<file path="config.mk">
export PLATFORM = sky130hd
export DESIGN_NAME = spart_baud_gen
export DESIGN_NICKNAME = d
export VERILOG_FILES = /design/src/rtl/spart_baud_gen.sv
export SDC_FILE = /design/constraint.sdc
export NUM_CORES = 1
export LEC_CHECK = 0
export BUFFER_PORTS_ARGS = -buffer_cell sky130_fd_sc_hd__buf_2
export CORE_MARGIN = 4
export CORE_UTILIZATION = 26
export DETAILED_ROUTE_END_ITERATION = 6
export PLACE_DENSITY = 0.43
export SLEW_MARGIN = 40
export SYNTH_ARGS = -nofsm -noshare
export SYNTH_HDL_FRONTEND = slang
export SYNTH_SLANG_ARGS = --single-unit
export TNS_END_PERCENT = 10
</file>
<file path="constraint.sdc">
create_clock -name clk -period 4.9 [get_ports clk]
set_clock_uncertainty 0.1 [all_clocks]
set_input_delay 0.49 -clock clk [delete_from_list [all_inputs] [get_ports clk]]
set_output_delay 0.49 -clock clk [all_outputs]
set_load 0.02 [all_outputs]
</file>
<file path="src/rtl/spart_baud_gen.sv">
// SPART baud generator: tx_tick once per bit period, OVS rx_ticks per period aligned to tx_tick.
// Optional fractional divisor accumulator enabled by defining SPART_BAUD_FRAC_EN.
module spart_baud_gen #(
  parameter int               DIV_W   = 16,
  parameter int               OVS     = 16,
  parameter logic [DIV_W-1:0] RST_DIV = DIV_W'(16'h028B),
  parameter int               FRAC_W  = 4
) (
  input  logic                         clk,
  input  logic                         rst,
  input  logic                         en,
  input  logic                         wr,
  input  logic [$clog2(DIV_W/8)-1:0]   sel,
  input  logic [7:0]                   data_in,
  input  logic                         commit,
`ifdef SPART_BAUD_FRAC_EN
  input  logic [FRAC_W-1:0]            frac_in,
`endif
  output logic                         tx_tick,
  output logic                         rx_tick,
  output logic                         ready,
  output logic                         pending
);

  localparam int               LANES   = DIV_W / 8;
  localparam int               SEL_W   = $clog2(LANES);
  localparam int               LOG_OVS = $clog2(OVS);
  localparam logic [DIV_W-1:0] ONE     = DIV_W'(1);
  localparam logic [DIV_W-1:0] OVS_D   = DIV_W'(OVS);
  localparam logic [LOG_OVS-1:0] K_LAST = LOG_OVS'(OVS - 1);

  if ((DIV_W % 8) != 0 || DIV_W < 16 || DIV_W > 32) begin : g_bad_div_w
    $error("spart_baud_gen: DIV_W must be a multiple of 8 in 16..32");
  end
  if (OVS < 2 || OVS > 64 || (OVS & (OVS - 1)) != 0) begin : g_bad_ovs
    $error("spart_baud_gen: OVS must be a power of 2 in 2..64");
  end
  if (FRAC_W < 1) begin : g_bad_frac_w
    $error("spart_baud_gen: FRAC_W must be at least 1");
  end

  logic [DIV_W-1:0]   shadow_reg, shadow_next;
  logic [DIV_W-1:0]   act_div_reg, act_div_next;
  logic [DIV_W-1:0]   nxt_div_reg, nxt_div_next;
  logic               pending_reg, pending_next;
  logic [DIV_W-1:0]   tx_cnt_reg, tx_cnt_next;
  logic [DIV_W-1:0]   rx_cnt_reg, rx_cnt_next;
  logic [LOG_OVS-1:0] k_reg, k_next, k_inc;
  logic               ready_reg, ready_next;
  logic               tx_tick_reg, tx_tick_next;
  logic               rx_tick_reg, rx_tick_next;
  logic               load, load_carry, extra_cur;
  logic [DIV_W-1:0]   load_div;

`ifdef SPART_BAUD_FRAC_EN
  logic [FRAC_W-1:0]  frac_act_reg, frac_act_next;
  logic [FRAC_W-1:0]  nxt_frac_reg, nxt_frac_next;
  logic [FRAC_W-1:0]  acc_reg, acc_next;
  logic               extra_reg, extra_next;
  assign extra_cur = extra_reg;
`else
  assign extra_cur = 1'b0;
`endif

  // Out-of-range lane selects match no lane and leave the shadow untouched.
  for (genvar gi = 0; gi < LANES; gi++) begin : g_lane
    assign shadow_next[8*gi +: 8] = (wr && sel == SEL_W'(gi)) ? data_in : shadow_reg[8*gi +: 8];
  end

  // Sub-period k is q+1 cycles for k < r, else q; the fractional extra cycle lands on the last one.
  function automatic logic [DIV_W-1:0] sub_len(input logic [DIV_W-1:0] div,
                                               input logic [LOG_OVS-1:0] k,
                                               input logic extra);
    logic [LOG_OVS-1:0] r;
    logic [DIV_W-1:0]   len;
    r   = div[LOG_OVS-1:0];
    len = (div >> LOG_OVS) + {{(DIV_W-1){1'b0}}, (k < r)};
    if (k == K_LAST && extra) len = len + ONE;
    return len;
  endfunction

  assign k_inc = k_reg + LOG_OVS'(1);

  always_comb begin
    act_div_next = act_div_reg;
    nxt_div_next = nxt_div_reg;
    pending_next = pending_reg;
    tx_cnt_next  = tx_cnt_reg;
    rx_cnt_next  = rx_cnt_reg;
    k_next       = k_reg;
    ready_next   = ready_reg;
    tx_tick_next = 1'b0;
    rx_tick_next = 1'b0;
    load         = 1'b0;
    load_carry   = 1'b0;
    load_div     = pending_reg ? nxt_div_reg : act_div_reg;
`ifdef SPART_BAUD_FRAC_EN
    frac_act_next = frac_act_reg;
    nxt_frac_next = nxt_frac_reg;
    acc_next      = acc_reg;
    extra_next    = extra_reg;
`endif

    if (!en) begin
      tx_cnt_next = '0;
      rx_cnt_next = '0;
      k_next      = '0;
      ready_next  = 1'b0;
      if (pending_reg) begin
        act_div_next = nxt_div_reg;
        pending_next = 1'b0;
      end
`ifdef SPART_BAUD_FRAC_EN
      if (pending_reg) frac_act_next = nxt_frac_reg;
      acc_next   = '0;
      extra_next = 1'b0;
`endif
    end else if (!ready_reg || tx_cnt_reg == '0) begin
      // Period wrap (or idle start attempt): the tx reload is the only place a commit lands.
      tx_tick_next = ready_reg;
      rx_tick_next = ready_reg;
      load         = 1'b1;
    end else begin
      tx_cnt_next = tx_cnt_reg - ONE;
      if (rx_cnt_reg == '0) begin
        rx_tick_next = 1'b1;
        k_next       = k_inc;
        rx_cnt_next  = sub_len(act_div_reg, k_inc, extra_cur) - ONE;
      end else begin
        rx_cnt_next = rx_cnt_reg - ONE;
      end
    end

    if (load) begin
      act_div_next = load_div;
      pending_next = 1'b0;
      k_next       = '0;
`ifdef SPART_BAUD_FRAC_EN
      if (pending_reg) frac_act_next = nxt_frac_reg;
`endif
      if (load_div >= OVS_D) begin
`ifdef SPART_BAUD_FRAC_EN
        if (pending_reg) acc_next = '0;
        else {load_carry, acc_next} = {1'b0, acc_reg} + {1'b0, frac_act_reg};
        extra_next = load_carry;
`endif
        ready_next  = 1'b1;
        tx_cnt_next = load_div - ONE + {{(DIV_W-1){1'b0}}, load_carry};
        rx_cnt_next = sub_len(load_div, '0, 1'b0) - ONE;
      end else begin
        ready_next  = 1'b0;
        tx_cnt_next = '0;
        rx_cnt_next = '0;
`ifdef SPART_BAUD_FRAC_EN
        acc_next   = '0;
        extra_next = 1'b0;
`endif
      end
    end

    // Snapshot uses the pre-edge shadow; a same-cycle write is not included.
    if (commit) begin
      nxt_div_next = shadow_reg;
      pending_next = 1'b1;
`ifdef SPART_BAUD_FRAC_EN
      nxt_frac_next = frac_in;
`endif
    end
  end

  always_ff @(posedge clk or posedge rst) begin
    if (rst) begin
      shadow_reg  <= RST_DIV;
      act_div_reg <= RST_DIV;
      nxt_div_reg <= RST_DIV;
      pending_reg <= 1'b0;
      tx_cnt_reg  <= '0;
      rx_cnt_reg  <= '0;
      k_reg       <= '0;
      ready_reg   <= 1'b0;
      tx_tick_reg <= 1'b0;
      rx_tick_reg <= 1'b0;
`ifdef SPART_BAUD_FRAC_EN
      frac_act_reg <= '0;
      nxt_frac_reg <= '0;
      acc_reg      <= '0;
      extra_reg    <= 1'b0;
`endif
    end else begin
      shadow_reg  <= shadow_next;
      act_div_reg <= act_div_next;
      nxt_div_reg <= nxt_div_next;
      pending_reg <= pending_next;
      tx_cnt_reg  <= tx_cnt_next;
      rx_cnt_reg  <= rx_cnt_next;
      k_reg       <= k_next;
      ready_reg   <= ready_next;
      tx_tick_reg <= tx_tick_next;
      rx_tick_reg <= rx_tick_next;
`ifdef SPART_BAUD_FRAC_EN
      frac_act_reg <= frac_act_next;
      nxt_frac_reg <= nxt_frac_next;
      acc_reg      <= acc_next;
      extra_reg    <= extra_next;
`endif
    end
  end

  assign tx_tick = tx_tick_reg;
  assign rx_tick = rx_tick_reg;
  assign ready   = ready_reg;
  assign pending = pending_reg;

endmodule

</file>
==> reports/qor.yml <==
status: "finished, final reports clean"
dp_cells: 764
n_antenna_cell: 0
dp_hpwl_microns: 9580
rows: 51
max_cap_violations: 0
nets: 537
netlist_top_cells_count: "dfrtp_1, nor2_1, mux2_2"
p_per_area_mw_per_mm2: 616
clock_latency_ns: 0.35
seq_area_frac_synth: 0.432
grt_start_max_net_pins: 59
vias_per_cell: 4.92
clk_pin_slew_ns: 0.06
cts.sinks: 88
wl_per_cell_microns: 16.6
hold_buffers: 0
syn_nets: 524
start_kind: "flip-flop"
die-area_sq_mm: 0.0221
syn_area_sq_mm: 0.00514
clock_path_buffers: 2
rr_startpoint: "k_reg[0]"
finalHoldViolations: 0
routed_wl_microns: 13000
synth_edf_count: 0
numCtsBuffers: 9
grt_setup_unrepaired: "false"
critPathMaxFanout: 6
cp_data_arrival_time_ns: 4.60
whs_ns: 0.0757
grt_pass1_wl_microns: 21000
end_kind: "flip-flop"
fin_util: 0.296
worst_pin_slew_ns: 0.776
drtIter0Drc: 255
post_cts_buffers: 0
layout.cells.non_filler: 780
reg2reg_depth: 15
initial_core_util: 0.264
async_flop_share: 1.00
core_sq_mm: 0.0195
antenna_left: 0
ff2ff_setup_slack_ns: 0.42
portBuffers: 17
cts_tree: "built"
synth_area_leader_cell: "dfrtp_1"
grt_pass1_vias: 3691
cts.htree.levels: 3
gp_congestion: 0.864
ctsResizeCount: 0
criticalPathCategory: "flip-flop to flip-flop"
drc: 0
synth_most_common_cell: "dfrtp_1"
fmax_ghz: 0.223
r2r_end: "rx_cnt_reg[15]"
vias: 3836
final-max-slew-violation-count: 0
max_slew_margin: 0.468
antenna_found_initial: 0
layout_min_cycle_time_ns: 4.48
overflow: 0
synth_cell_types: 61
grt_use_total: 0.121
final_layout_size_suffix_gt1_frac: 0.214
die_h_microns: 149
firstDrtPassIters: 4
die_w_microns: 149
min_path_type: "input pin to async pin"
ioPinCount: 18
synth_ff_type: "dfrtp_1"
setup_viol: 0
p_leak_uw: 0.00232
period_share: 0.914
synth_seq_cells: 88
syn_inst: 497
synth_top_area_frac: 0.355
syn-mean-instance-area_sq_um: 10.3
synth_area_leaders: "dfrtp_1, mux2_2, dfstp_2"
cp.required_ns: 5.02
cts_root_buffer: "clkbuf_16"
fin_setup_tns_ns: 0
vdd_drop_max_v: 0.000189
syn2layout_area_growth_pct: 12.0
ys_warn_count: 0
[per-stage QoR]
| stage | worst slack (ns) | power, uW | area [sq um] |
|---|---|---|---|
| after floorplan | 1.05 | 2480 | 5140 |
| after global placement | 0.610 | 2870 | 5480 |
| after detailed placement | 0.456 | 2890 | 5480 |
| after CTS | 0.438 | 3570 | 5760 |
| after global routing | 0.0798 | 3800 | 5760 |
| final | 0.420 | 3550 | 5760 |
[critical path, stage by stage (launching register included)]
cell and delay (ns):
dfrtp_1 0.41, ha_1 0.33, ha_1 0.28, a21boi_0 0.12
o21ai_0 0.15, nand2b_1 0.07, a21oi_1 0.18, ha_1 0.27
ha_1 0.29, nand2_1 0.17, a311oi_1 0.31, o211ai_1 0.26
o31ai_1 0.59, nand4_1 0.28, mux2i_1 0.18, or3_1 0.35
[report_power, final]
group	internal (uW)	total (uW)	switching [uW]
Clock	370	656	286
Sequential	977	1260	282
Combinational	684	1630	947
Total	2030	3550	1520
[kinds of logic after synthesis]
logic type	share of synthesized area
DFF	0.432
AOI/OAI and AO/OA	0.123
buffers and inverters	0.0358
adders and majority gates	0.0316
xor gates and xnor gates	0.109
and+or+nand+nor	0.150
muxes	0.118
[routing by layer]
| metal | track usage | wire length (microns) | up-vias |
|---|---|---|---|
| met3 | 0.0283 | 645 | 17 |
| met1 | 0.179 | 6370 | 1882 |
| li1 | - | - | 1830 |
| met2 | 0.176 | 5720 | 107 |
| met4 | 0.0346 | 222 | 0 |
| met5 | 0 | 0 | - |
[cell usage in the layout, fill, tap and decap left out, types with 2 or more instances in the layout]
cell / synthesis / layout
o22ai_1: 28 / 28
clkbuf_1: 6 / 2
xnor2_1: 36 / 36
mux2_2: 39 / 39
a21boi_0: 2 / 2
mux2i_1: 17 / 17
inv_1: 13 / 12
ha_1: 13 / 13
a211oi_1: 3 / 3
o31ai_1: 4 / 4
xor2_1: 28 / 28
nand4_1: 6 / 6
a31oi_1: 2 / 2
clkbuf_16: 0 / 9
clkbuf_8: 0 / 2
o21ai_0: 8 / 8
dfrtp_1: 73 / 73
nand3_1: 16 / 16
buf_2: 6 / 17
a41oi_1: 2 / 2
nor4_1: 7 / 7
nand2_1: 22 / 22
o32ai_1: 2 / 2
a21oi_1: 25 / 25
nand2_2: 2 / 2
dfstp_2: 15 / 15
nor2_1: 44 / 44
nor3b_1: 3 / 3
nor3_1: 19 / 19
or3_1: 3 / 3
nand2b_1: 7 / 7
buf_4: 4 / 7
or4_4: 3 / 3
clkinv_2: 0 / 2
nor2b_1: 3 / 3
o211ai_1: 4 / 4
[area by class of cell]
type	instances	area, sq um
clock buffers	13	260
clock inverters	3	17.5
well taps	265	332
fillers	1992	13700
flip-flops and latches	88	2220
multi-input cells	374	2740
repair buffers	24	138
inverters	13	53.8
[worst max-delay path by stage]
stage,startpoint,to,slack [ns],cells after the start
final,k_reg[0],rx_cnt_reg[15],0.42,15
after global routing,k_reg[0],rx_cnt_reg[15],0.08,15
after CTS,k_reg[0],rx_cnt_reg[15],0.44,15
after detailed placement,k_reg[0],rx_cnt_reg[15],0.46,15
after global placement,k_reg[0],rx_cnt_reg[15],0.61,15
after floorplan,k_reg[0],rx_cnt_reg[15],1.05,15
No activity file was read; power rests on OpenSTA's default activity.
